--- src/rtl/ddram_arbiter_if.sv ---
`default_nettype none
// ============================================================================
// Module   : ddram_arbiter_if
// Brief    : Requester-side and ddram-side toggle-handshake bundle for the
//            DDR3 port arbiter.
// Revision : 1.0
// ============================================================================
interface ddram_arbiter_if;
    logic        ld_active;
    logic        ld_req;
    logic        ld_ack;
    logic [23:0] ld_addr;
    logic [15:0] ld_din;

    logic        rom_req;
    logic        rom_ack;
    logic [22:0] rom_addr;
    logic [15:0] rom_dout;

    logic        sram_req;
    logic        sram_ack;
    logic        sram_we;
    logic [15:0] sram_addr;
    logic [15:0] sram_din;
    logic [15:0] sram_dout;

    logic [23:0] mem_addr;
    logic [15:0] mem_din;
    logic        mem_rd_req;
    logic        mem_rd_ack;
    logic        mem_we_req;
    logic        mem_we_ack;
    logic [15:0] mem_dout;

    // Arbiter side
    modport slave (
        input  ld_active, ld_req, ld_addr, ld_din,
        input  rom_req, rom_addr,
        input  sram_req, sram_we, sram_addr, sram_din,
        input  mem_rd_ack, mem_we_ack, mem_dout,
        output ld_ack, rom_ack, rom_dout, sram_ack, sram_dout,
        output mem_addr, mem_din, mem_rd_req, mem_we_req
    );

    // Requesters plus ddram side
    modport master (
        output ld_active, ld_req, ld_addr, ld_din,
        output rom_req, rom_addr,
        output sram_req, sram_we, sram_addr, sram_din,
        output mem_rd_ack, mem_we_ack, mem_dout,
        input  ld_ack, rom_ack, rom_dout, sram_ack, sram_dout,
        input  mem_addr, mem_din, mem_rd_req, mem_we_req
    );
endinterface
`default_nettype wire

--- src/rtl/ddram_arbiter.sv ---
`default_nettype none
// ============================================================================
// Module   : ddram_arbiter
// Brief    : Fixed-priority (download > ROM > SRAM) sharing of one toggle
//            DDR3 port, with a deferral limit that keeps SRAM from starving.
// Revision : 1.0
// ============================================================================
module ddram_arbiter #(
    parameter logic [23:0] SRAM_BASE      = 24'h800000,
    parameter int          SRAM_MAX_DEFER = 4
) (
    input  wire logic      MCLK,
    input  wire logic      RESET_N,
    ddram_arbiter_if.slave bus
);
    localparam logic [3:0] c_max_defer = 4'(SRAM_MAX_DEFER);

    typedef enum logic [0:0] {S_IDLE = 1'b0, S_WAIT = 1'b1} state_t;
    typedef enum logic [1:0] {OWN_LD = 2'd0, OWN_ROM = 2'd1, OWN_SRAM = 2'd2} owner_t;

    state_t      state_q, state_d;
    owner_t      owner_q, owner_d;
    logic        is_wr_q, is_wr_d;
    logic [3:0]  defer_cnt_q, defer_cnt_d;
    logic [23:0] mem_addr_q, mem_addr_d;
    logic [15:0] mem_din_q, mem_din_d;
    logic        mem_rd_req_q, mem_rd_req_d;
    logic        mem_we_req_q, mem_we_req_d;
    logic        ld_ack_q, ld_ack_d;
    logic        rom_ack_q, rom_ack_d;
    logic        sram_ack_q, sram_ack_d;
    logic [15:0] rom_dout_q, rom_dout_d;
    logic [15:0] sram_dout_q, sram_dout_d;

    logic ld_p, rom_p, sram_p;
    logic grant_ld, grant_rom, grant_sram, sram_forced, done;

    assign ld_p   = bus.ld_req ^ ld_ack_q;
    assign rom_p  = (bus.rom_req ^ rom_ack_q) & ~bus.ld_active;
    assign sram_p = (bus.sram_req ^ sram_ack_q) & ~bus.ld_active;

    // Once ROM has won c_max_defer times over a waiting SRAM, SRAM outranks ROM.
    assign sram_forced = sram_p && (defer_cnt_q == c_max_defer);
    assign grant_ld    = ld_p;
    assign grant_rom   = !ld_p && !sram_forced && rom_p;
    assign grant_sram  = !ld_p && sram_p && !grant_rom;

    assign done = is_wr_q ? (bus.mem_we_ack == mem_we_req_q)
                          : (bus.mem_rd_ack == mem_rd_req_q);

    always_comb begin
        state_d      = state_q;
        owner_d      = owner_q;
        is_wr_d      = is_wr_q;
        defer_cnt_d  = defer_cnt_q;
        mem_addr_d   = mem_addr_q;
        mem_din_d    = mem_din_q;
        mem_rd_req_d = mem_rd_req_q;
        mem_we_req_d = mem_we_req_q;
        ld_ack_d     = ld_ack_q;
        rom_ack_d    = rom_ack_q;
        sram_ack_d   = sram_ack_q;
        rom_dout_d   = rom_dout_q;
        sram_dout_d  = sram_dout_q;

        unique case (state_q)
            S_IDLE: begin
                if (grant_ld) begin
                    owner_d    = OWN_LD;
                    is_wr_d    = 1'b1;
                    mem_addr_d = bus.ld_addr;
                    mem_din_d  = bus.ld_din;
                end else if (grant_rom) begin
                    owner_d    = OWN_ROM;
                    is_wr_d    = 1'b0;
                    mem_addr_d = {1'b0, bus.rom_addr};
                    if (sram_p && (defer_cnt_q != c_max_defer))
                        defer_cnt_d = defer_cnt_q + 4'd1;
                end else if (grant_sram) begin
                    owner_d     = OWN_SRAM;
                    is_wr_d     = bus.sram_we;
                    mem_addr_d  = SRAM_BASE + {8'h00, bus.sram_addr};
                    mem_din_d   = bus.sram_din;
                    defer_cnt_d = 4'd0;
                end
                if (grant_ld || grant_rom || grant_sram) begin
                    state_d = S_WAIT;
                    if (is_wr_d) mem_we_req_d = ~mem_we_req_q;
                    else         mem_rd_req_d = ~mem_rd_req_q;
                end
            end
            S_WAIT: begin
                if (done) begin
                    state_d = S_IDLE;
                    unique case (owner_q)
                        OWN_LD:  ld_ack_d = ~ld_ack_q;
                        OWN_ROM: begin
                            rom_ack_d = ~rom_ack_q;
                            if (!is_wr_q) rom_dout_d = bus.mem_dout;
                        end
                        OWN_SRAM: begin
                            sram_ack_d = ~sram_ack_q;
                            if (!is_wr_q) sram_dout_d = bus.mem_dout;
                        end
                        default: ;
                    endcase
                end
            end
            default: state_d = S_IDLE;
        endcase
    end

    always_ff @(posedge MCLK) begin
        if (!RESET_N) begin
            state_q      <= S_IDLE;
            owner_q      <= OWN_LD;
            is_wr_q      <= 1'b0;
            defer_cnt_q  <= 4'd0;
            mem_addr_q   <= 24'd0;
            mem_din_q    <= 16'd0;
            mem_rd_req_q <= 1'b0;
            mem_we_req_q <= 1'b0;
            ld_ack_q     <= 1'b0;
            rom_ack_q    <= 1'b0;
            sram_ack_q   <= 1'b0;
            rom_dout_q   <= 16'd0;
            sram_dout_q  <= 16'd0;
        end else begin
            state_q      <= state_d;
            owner_q      <= owner_d;
            is_wr_q      <= is_wr_d;
            defer_cnt_q  <= defer_cnt_d;
            mem_addr_q   <= mem_addr_d;
            mem_din_q    <= mem_din_d;
            mem_rd_req_q <= mem_rd_req_d;
            mem_we_req_q <= mem_we_req_d;
            ld_ack_q     <= ld_ack_d;
            rom_ack_q    <= rom_ack_d;
            sram_ack_q   <= sram_ack_d;
            rom_dout_q   <= rom_dout_d;
            sram_dout_q  <= sram_dout_d;
        end
    end

    assign bus.ld_ack     = ld_ack_q;
    assign bus.rom_ack    = rom_ack_q;
    assign bus.sram_ack   = sram_ack_q;
    assign bus.rom_dout   = rom_dout_q;
    assign bus.sram_dout  = sram_dout_q;
    assign bus.mem_addr   = mem_addr_q;
    assign bus.mem_din    = mem_din_q;
    assign bus.mem_rd_req = mem_rd_req_q;
    assign bus.mem_we_req = mem_we_req_q;
endmodule
`default_nettype wire
--- src/flat_wrapper.sv ---
// flat-port wrapper written by rule: the top's interface ports become plain ports
module ddram_arbiter_flat 
#(
    parameter logic [23:0] SRAM_BASE      = 24'h800000,
    parameter int          SRAM_MAX_DEFER = 4
)
  (MCLK, RESET_N, bus_ld_active, bus_ld_req, bus_ld_addr, bus_ld_din, bus_rom_req, bus_rom_addr, bus_sram_req, bus_sram_we, bus_sram_addr, bus_sram_din, bus_mem_rd_ack, bus_mem_we_ack, bus_mem_dout, bus_ld_ack, bus_rom_ack, bus_rom_dout, bus_sram_ack, bus_sram_dout, bus_mem_addr, bus_mem_din, bus_mem_rd_req, bus_mem_we_req);
  ddram_arbiter_if bus_i ();
  input  wire logic MCLK;
  input  wire logic RESET_N;
  input wire logic [$bits(bus_i.ld_active)-1:0] bus_ld_active;
  input wire logic [$bits(bus_i.ld_req)-1:0] bus_ld_req;
  input wire logic [$bits(bus_i.ld_addr)-1:0] bus_ld_addr;
  input wire logic [$bits(bus_i.ld_din)-1:0] bus_ld_din;
  input wire logic [$bits(bus_i.rom_req)-1:0] bus_rom_req;
  input wire logic [$bits(bus_i.rom_addr)-1:0] bus_rom_addr;
  input wire logic [$bits(bus_i.sram_req)-1:0] bus_sram_req;
  input wire logic [$bits(bus_i.sram_we)-1:0] bus_sram_we;
  input wire logic [$bits(bus_i.sram_addr)-1:0] bus_sram_addr;
  input wire logic [$bits(bus_i.sram_din)-1:0] bus_sram_din;
  input wire logic [$bits(bus_i.mem_rd_ack)-1:0] bus_mem_rd_ack;
  input wire logic [$bits(bus_i.mem_we_ack)-1:0] bus_mem_we_ack;
  input wire logic [$bits(bus_i.mem_dout)-1:0] bus_mem_dout;
  output wire logic [$bits(bus_i.ld_ack)-1:0] bus_ld_ack;
  output wire logic [$bits(bus_i.rom_ack)-1:0] bus_rom_ack;
  output wire logic [$bits(bus_i.rom_dout)-1:0] bus_rom_dout;
  output wire logic [$bits(bus_i.sram_ack)-1:0] bus_sram_ack;
  output wire logic [$bits(bus_i.sram_dout)-1:0] bus_sram_dout;
  output wire logic [$bits(bus_i.mem_addr)-1:0] bus_mem_addr;
  output wire logic [$bits(bus_i.mem_din)-1:0] bus_mem_din;
  output wire logic [$bits(bus_i.mem_rd_req)-1:0] bus_mem_rd_req;
  output wire logic [$bits(bus_i.mem_we_req)-1:0] bus_mem_we_req;
  assign bus_i.ld_active = bus_ld_active;
  assign bus_i.ld_req = bus_ld_req;
  assign bus_i.ld_addr = bus_ld_addr;
  assign bus_i.ld_din = bus_ld_din;
  assign bus_i.rom_req = bus_rom_req;
  assign bus_i.rom_addr = bus_rom_addr;
  assign bus_i.sram_req = bus_sram_req;
  assign bus_i.sram_we = bus_sram_we;
  assign bus_i.sram_addr = bus_sram_addr;
  assign bus_i.sram_din = bus_sram_din;
  assign bus_i.mem_rd_ack = bus_mem_rd_ack;
  assign bus_i.mem_we_ack = bus_mem_we_ack;
  assign bus_i.mem_dout = bus_mem_dout;
  assign bus_ld_ack = bus_i.ld_ack;
  assign bus_rom_ack = bus_i.rom_ack;
  assign bus_rom_dout = bus_i.rom_dout;
  assign bus_sram_ack = bus_i.sram_ack;
  assign bus_sram_dout = bus_i.sram_dout;
  assign bus_mem_addr = bus_i.mem_addr;
  assign bus_mem_din = bus_i.mem_din;
  assign bus_mem_rd_req = bus_i.mem_rd_req;
  assign bus_mem_we_req = bus_i.mem_we_req;
  ddram_arbiter #(.SRAM_BASE(SRAM_BASE), .SRAM_MAX_DEFER(SRAM_MAX_DEFER)) u_core (.MCLK(MCLK), .RESET_N(RESET_N), .bus(bus_i));
endmodule
--- config.mk ---
export PLATFORM = sky130hd
export DESIGN_NAME = ddram_arbiter_flat
export DESIGN_NICKNAME = d
export VERILOG_FILES = /design/src/rtl/ddram_arbiter_if.sv /design/src/rtl/ddram_arbiter.sv /design/src/flat_wrapper.sv
export SDC_FILE = /design/constraint.sdc
export NUM_CORES = 1
export LEC_CHECK = 0
export CORE_ASPECT_RATIO = 1.75
export CORE_UTILIZATION = 43
export CTS_CLUSTER_SIZE = 40
export DETAILED_ROUTE_END_ITERATION = 8
export PLACE_DENSITY = 0.95
export REMOVE_ABC_BUFFERS = 1
export SLEW_MARGIN = 20
export SYNTH_ARGS = -nofsm -noshare
export SYNTH_HDL_FRONTEND = slang
export SYNTH_SLANG_ARGS = --single-unit
--- constraint.sdc ---
create_clock -name MCLK -period 6.03 [get_ports MCLK]
set_clock_uncertainty 0.2 [all_clocks]
set_input_delay 1.206 -clock MCLK [delete_from_list [all_inputs] [get_ports MCLK]]
set_output_delay 1.206 -clock MCLK [all_outputs]
set_load 0.005 [all_outputs]
==> results.cfg, run 1 <==
[global_route]
grt_start_max_net_pins = 62
met3_usage_pct = 7.575
use_met1_pct = 28.70
grt_pass1_wl_mm = 18.94
grt_usage_pct = 26.60
antenna_found_initial = 0
grt_pass1_vias = 3991
grtUsageMet2_pct = 45.96
overflow = 0
grt_busiest_layer = met2

[final_layout]
nets = 742
fill_cells = 632
area_growth_pct = 60.85
final_cells = 740
drive_gt1_share_pct = 4.480
design_area_sq_um = 6030
diodes = 0

[synthesis]
yosys.cell_types.count = 40
ys_warn_count = 0
ys_seq_area_share_pct = 45.39
ys_seq_elements = 85
synthCells = 446
synth_area_sq_um = 3749
synth_area_per_cell_sq_um = 8.405

[place]
dp_slack_ns = 2.077
routabilityCongestion = 0.8183
dp_cells = 723
dpl.hpwl_mm = 8.644
place_area_sq_um = 5727
numPortBuffers = 196

[clocking]
clk_latency_ns = 0.34
cts_setup_buffers = 0
cts_resized = 0
cts_sinks = 85
clockRootBuffer = clkbuf_16
cts_max_level = 3
cts_hold_buf = 0
clockBufferDepth = 2
cts_tree = done
clk_transition_reported_paths_ns = 0.06
cts_buffers = 9

[sta]
setup_ws_ns = 2.384
worst_pin_slew_ns = 1.017
finalCritPeriodShare_pct = 60.47
max-slew-margin-rel_pct = 32.17
setup_viol = 0
hold_viol = 0
tns_ns = 0
min_period_ns = 3.646
slew_violations = 0
rsz0062_at_grt = false
max_freq_mhz = 274.3

[worst_setup_path]
r2r-start = u_core.defer_cnt_q[0]
cp_max_fo = 28
reg2reg_depth = 7
r2r_slack_ns = 3.36
crit_end = u_core.bus.mem_we_req
endpoint_kind = register
path_cells = clkdlybuf4s50_1 -> xnor2_2 -> a21o_1 -> or3_1 -> a21oi_1
crit_start = bus_ld_req
arrival_ns = 3.63
crit_type = in -> reg
start_kind = input pin
cpPeakStageDelay_ns = 0.82
cpMaxStageDelayCell = xnor2_2
required_ns = 6.01
worstReg2RegEnd = u_core.defer_cnt_q[0]

[floorplanning]
die_height_microns = 125.5
dieWidth_microns = 72.58
io_pins = 197
die-area_sq_um = 9110
start_util_pct = 44.80
coreArea_sq_um = 8368
rows = 44

[power]
swShare_pct = 31.22
power.share.combinational_pct = 33.9
p_int_mw = 1.274
seq_power_share_pct = 38.2
irDropWorstVdd_mv = 0.1721
p_switching_uw = 578.5
p_leak_nw = 2.371
pwr_density_cell_nw_per_um2 = 307.3
clockPowerShare_pct = 27.9
power_mw = 1.853

[routing]
route.detailed.drc = 0
routedWlPerCell_microns = 16.13
vias_per_cell = 5.550
finalWirelength_mm = 11.93
drtIter0Drc = 236
ant_nets = 0
dr.pass1.iters = 4
dr_total_vias = 4107

[run_status]
status = complete, no violations

[run]
cap_violations = 0

[hold_path]
hp-class = reg -> reg
cell usage in the layout (no fill, tap or decap), types with 2 or more instances in the layout:
master             n
a21o_1            18
a21oi_1           40
a221oi_1           8
a311oi_1          16
buf_4              2
clkbuf_1           2
clkbuf_16          9
clkbuf_8           2
clkdlybuf4s50_1  195
clkinvlp_4         2
dfxtp_1           85
ha_1               2
inv_1              4
mux2i_1           17
nand2_1           57
nand2b_1           2
nand3_1           40
nand4b_1           3
nor2_1            47
nor2_2             2
o21ai_0           26
o31ai_1           16
xnor2_1            5
xor2_1             2
metal layers:
metal  wire (microns)  vias to the layer above  share of wire, %
li1                 -                     1932                 -
met1             4370                     1907                37
met5                0                        -                 0
met4              478                        0               4.0
met2             6106                      227                51
met3              977                       41               8.2
power by group through the flow:
stage               clock, mW  sequential (mW)  combinational (mW)
floorplan                   0            0.712               0.293
global placement            0            0.711               0.607
detailed placement          0            0.716               0.625
CTS                     0.521            0.706               0.629
global route            0.544            0.715               0.690
finish                  0.517            0.707               0.629
through the flow:
| step | util [%] | hold WS (ns) |
|---|---|---|
| detailed placement | 68.44 | 0.2543 |
| floorplan | - | 0.2483 |
| finish | 72.05 | 0.2569 |
| CTS | 71.79 | 0.2628 |
| global route | 72.05 | 0.2910 |
| global placement | 68.44 | 0.2380 |
critical path: cells and delay by family:
kind / cells / cell delay [ns]
buf+inv: 1 / 0.54
xor+xnor: 1 / 0.82
compound gates: 2 / 0.83
simple gates: 1 / 0.24
Yosys cell counts (all sizes together):
cell type  number  area (sq um)
o21ai          26         130.1
inv             5         18.76
a311oi         16         140.1
nand4b          3         26.28
nor4            1         6.260
o211a           1         10.01
o211ai          1         7.510
and3b           1         8.760
a2bb2oi         1         8.760
a31oi           1         6.260
a211o           1         8.760
nor3            1         5.000
nor2b           1         6.260
nand4           1         12.51
xor2            4         50.05
a211oi          1         12.51
a221oi          8         70.07
a21o           18         135.1
mux2i          17         170.2
nor2           49         188.9
buf            19         92.59
o21a            1         7.510
nand2b          2         12.51
dfxtp          85          1702
or3             1         6.260
nand2          57         214.0
a21oi          41         209.0
ha              2         25.02
clkbuf         17         63.81
mux2            1         11.26
xnor2           6         52.55
nor4bb          1         10.01
o31ai          16         120.1
nand3          40         200.2
sequential cells by signal (all words and copies together) (netlist names):
signal and count:
u_core.bus.ld_ack 1, u_core.bus.mem_addr 24, u_core.bus.mem_din 16, u_core.bus.mem_rd_req 1, u_core.bus.mem_we_req 1, u_core.bus.rom_ack 1
u_core.bus.rom_dout 16, u_core.bus.sram_ack 1, u_core.bus.sram_dout 16, u_core.defer_cnt_q 4, u_core.is_wr_q 1, u_core.owner_q 2
u_core.state_q 1
final cells by class:
cell class	instances	area (sq um)	area share, %
Tap cell	115	143.9	2.386
Inverter	5	18.77	0.3113
Timing Repair Buffer	199	1987	32.95
Clock inverter	3	20.02	0.3320
Clock buffer	13	260.3	4.316
Sequential cell	85	1702	28.22
Multi-Input combinational cell	320	1898	31.48
how the worst min path moves through the flow:
stage                              endpoint  slack, ns  cells after the start               startpoint
floorplan           u_core.bus.mem_addr[23]       0.25                      2  u_core.bus.mem_addr[23]
global placement    u_core.bus.mem_addr[23]       0.24                      2  u_core.bus.mem_addr[23]
detailed placement  u_core.bus.mem_addr[23]       0.25                      2  u_core.bus.mem_addr[23]
CTS                 u_core.bus.mem_addr[23]       0.26                      2  u_core.bus.mem_addr[23]
global route         u_core.bus.mem_addr[7]       0.29                      2   u_core.bus.mem_addr[7]
finish              u_core.bus.mem_addr[23]       0.26                      2  u_core.bus.mem_addr[23]
logic make-up after synthesis:
group / after synthesis / synth area share, %
and+or+nand+nor: 158 / 18.59
AOI/OAI and AO/OA: 132 / 23.10
DFF: 85 / 45.39
buffers and inverters: 41 / 4.673
muxes: 18 / 4.840
xor gates and xnor gates: 10 / 2.737
adders and majority gates: 2 / 0.6675
(Power assumes the default switching activity.)
==> inputs of run 2 (changes only) <==
- CORE_UTILIZATION: 43 -> 36
- PLACE_DENSITY: 0.95 -> 0.88
- clock period: 6.03 -> 3.15 ns (I/O delays scaled with it)
==> run 2 against run 1 <==
Against the previous run:
- utilization is 11 points lower
- setup slack worse by 1.8 ns
- non-clock buffer count is 6 higher
- clock power is 95% higher
- die area is 19% higher
- combinational power is 97% higher
- register-to-register slack worse by 2.5 ns
- critical path depth is 1 higher
- sequential share of layout area is 0.22 points lower
- sequential cell count stayed put
- first-iteration DRC count is 31% lower
- critical endpoint is now u_core.bus.sram_dout[14]
==> results.cfg, run 2 (synthesized netlist as in run 1, its figures left out) <==
[sta]
slew_violations = 0
rsz0062_at_grt = false
tns_ns = 0
hold_viol = 0
setup_viol = 0
max-slew-margin-rel_pct = 45.99
finalCritPeriodShare_pct = 80.60
min_period_ns = 2.539
max_freq_mhz = 393.9
worst_pin_slew_ns = 0.8090

[power]
irDropWorstVdd_mv = 0.2884
pwr_density_cell_nw_per_um2 = 591.5
p_leak_nw = 2.403

[floorplanning]
rows = 48
die_height_microns = 137.0
io_pins = 197
start_util_pct = 37.60
dieWidth_microns = 79.14
die-area_sq_um = 10840
coreArea_sq_um = 9970

[routing]
vias_per_cell = 5.399
drtIter0Drc = 162
finalWirelength_mm = 12.42
ant_nets = 0
dr_total_vias = 4082
dr.pass1.iters = 7
route.detailed.drc = 0
routedWlPerCell_microns = 16.43

[worst_setup_path]
endpoint_kind = register
r2r-start = u_core.defer_cnt_q[1]
cpMaxStageDelayCell = nand4_2
crit_type = in -> reg
arrival_ns = 2.54
required_ns = 3.15
start_kind = input pin
crit_start = bus_mem_rd_ack
cpPeakStageDelay_ns = 0.57
cp_max_fo = 16
path_cells = clkdlybuf4s50_1 -> xnor2_1 -> mux2_2 -> nand4_2 -> mux2i_1 -> nor2_1

[clocking]
cts_hold_buf = 0
clk_transition_reported_paths_ns = 0.07
cts_tree = done
cts_buffers = 9
cts_sinks = 85
cts_max_level = 3
clk_latency_ns = 0.33
cts_resized = 0
cts_setup_buffers = 0
clockBufferDepth = 2
clockRootBuffer = clkbuf_16

[global_route]
overflow = 0
antenna_found_initial = 0
grt_usage_pct = 22.60
grt_pass1_wl_mm = 19.24
grt_start_max_net_pins = 46
grt_pass1_vias = 4126

[final_layout]
drive_gt1_share_pct = 5.547
diodes = 0
nets = 748
area_growth_pct = 62.08
final_cell_mix = clkdlybuf4s50_1, dfxtp_1, nand2_1, nor2_1
largest_reg_flops = 24
final_common_cell = clkdlybuf4s50_1
fin_util_pct = 60.94

[place]
numPortBuffers = 196
routabilityCongestion = 0.7677
dpl.hpwl_mm = 9.291

[hold_path]
hp-class = reg -> reg
hold_start = u_core.bus.mem_addr[23]

[run_status]
status = complete, no violations

[run]
cap_violations = 0
==> run 2: cell types whose count changed in the layout (fill, tap and decap cells not counted), moves of 2 or more <==
cell | previous run | this run
clkinv_4 | 0 | 3
buf_4 | 2 | 9
clkinvlp_4 | 2 | 0
inv_6 | 0 | 2
clkbuf_8 | 2 | 0
==> run 2: critical path, delay by kind of cell <==
family                    cells  cell delay [ns]
muxes                         2             0.65
and+or+nand+nor               2             0.63
buffers and inverters         1             0.42
xor gates and xnor gates      1             0.20
==> run 2: per-layer routing <==
metal | wire length (microns) | track usage [%] | vias to the layer above
li1 | - | - | 1947
met1 | 4684 | 24.49 | 1904
met2 | 6658 | 42.29 | 212
met3 | 873 | 4.600 | 19
met4 | 208 | 8.283 | 0
met5 | 0 | 0 | -
==> run 2: metrics by stage <==
stage / cells / setup slack (ns) / hold slack [ns] / power (mW) / cell area (sq um)
CTS: 756 / 0.6317 / 0.2598 / 3.620 / 6076
global placement: 740 / 0.3584 / 0.2398 / 2.557 / 5792
finish: 756 / 0.6111 / 0.2555 / 3.594 / 6076
global route: 756 / 0.4503 / 0.2921 / 3.787 / 6076
floorplan: 410 / 0.2204 / 0.2483 / 1.923 / 3592
detailed placement: 740 / 0.2749 / 0.2506 / 2.603 / 5792
==> run 2: path summary, 6_finish.rpt <==
| check | endpoint | slack, ns | cells after the start |
|---|---|---|---|
| worst max register to register | u_core.defer_cnt_q[3] | 0.83 | 7 |
| worst max-delay path | u_core.bus.sram_dout[14] | 0.61 | 6 |
| worst min-delay path | u_core.bus.mem_addr[23] | 0.26 | 2 |
| worst min register to register | u_core.bus.mem_addr[23] | 0.26 | 2 |
==> run 2: final cells by class <==
type	instances	area (sq um)
fill	878	3894
timing repair buffer	205	2024
sequential	85	1702
inverter	5	18.77
clock inverter	6	55.05
tap	125	156.4
multi-input combinational	320	1891
clock buffer	10	229.0
==> run 2: report_power, final <==
part	internal [mW]	switching [mW]
logic	0.646	0.594
registers	1.23	0.115
clock network	0.550	0.456
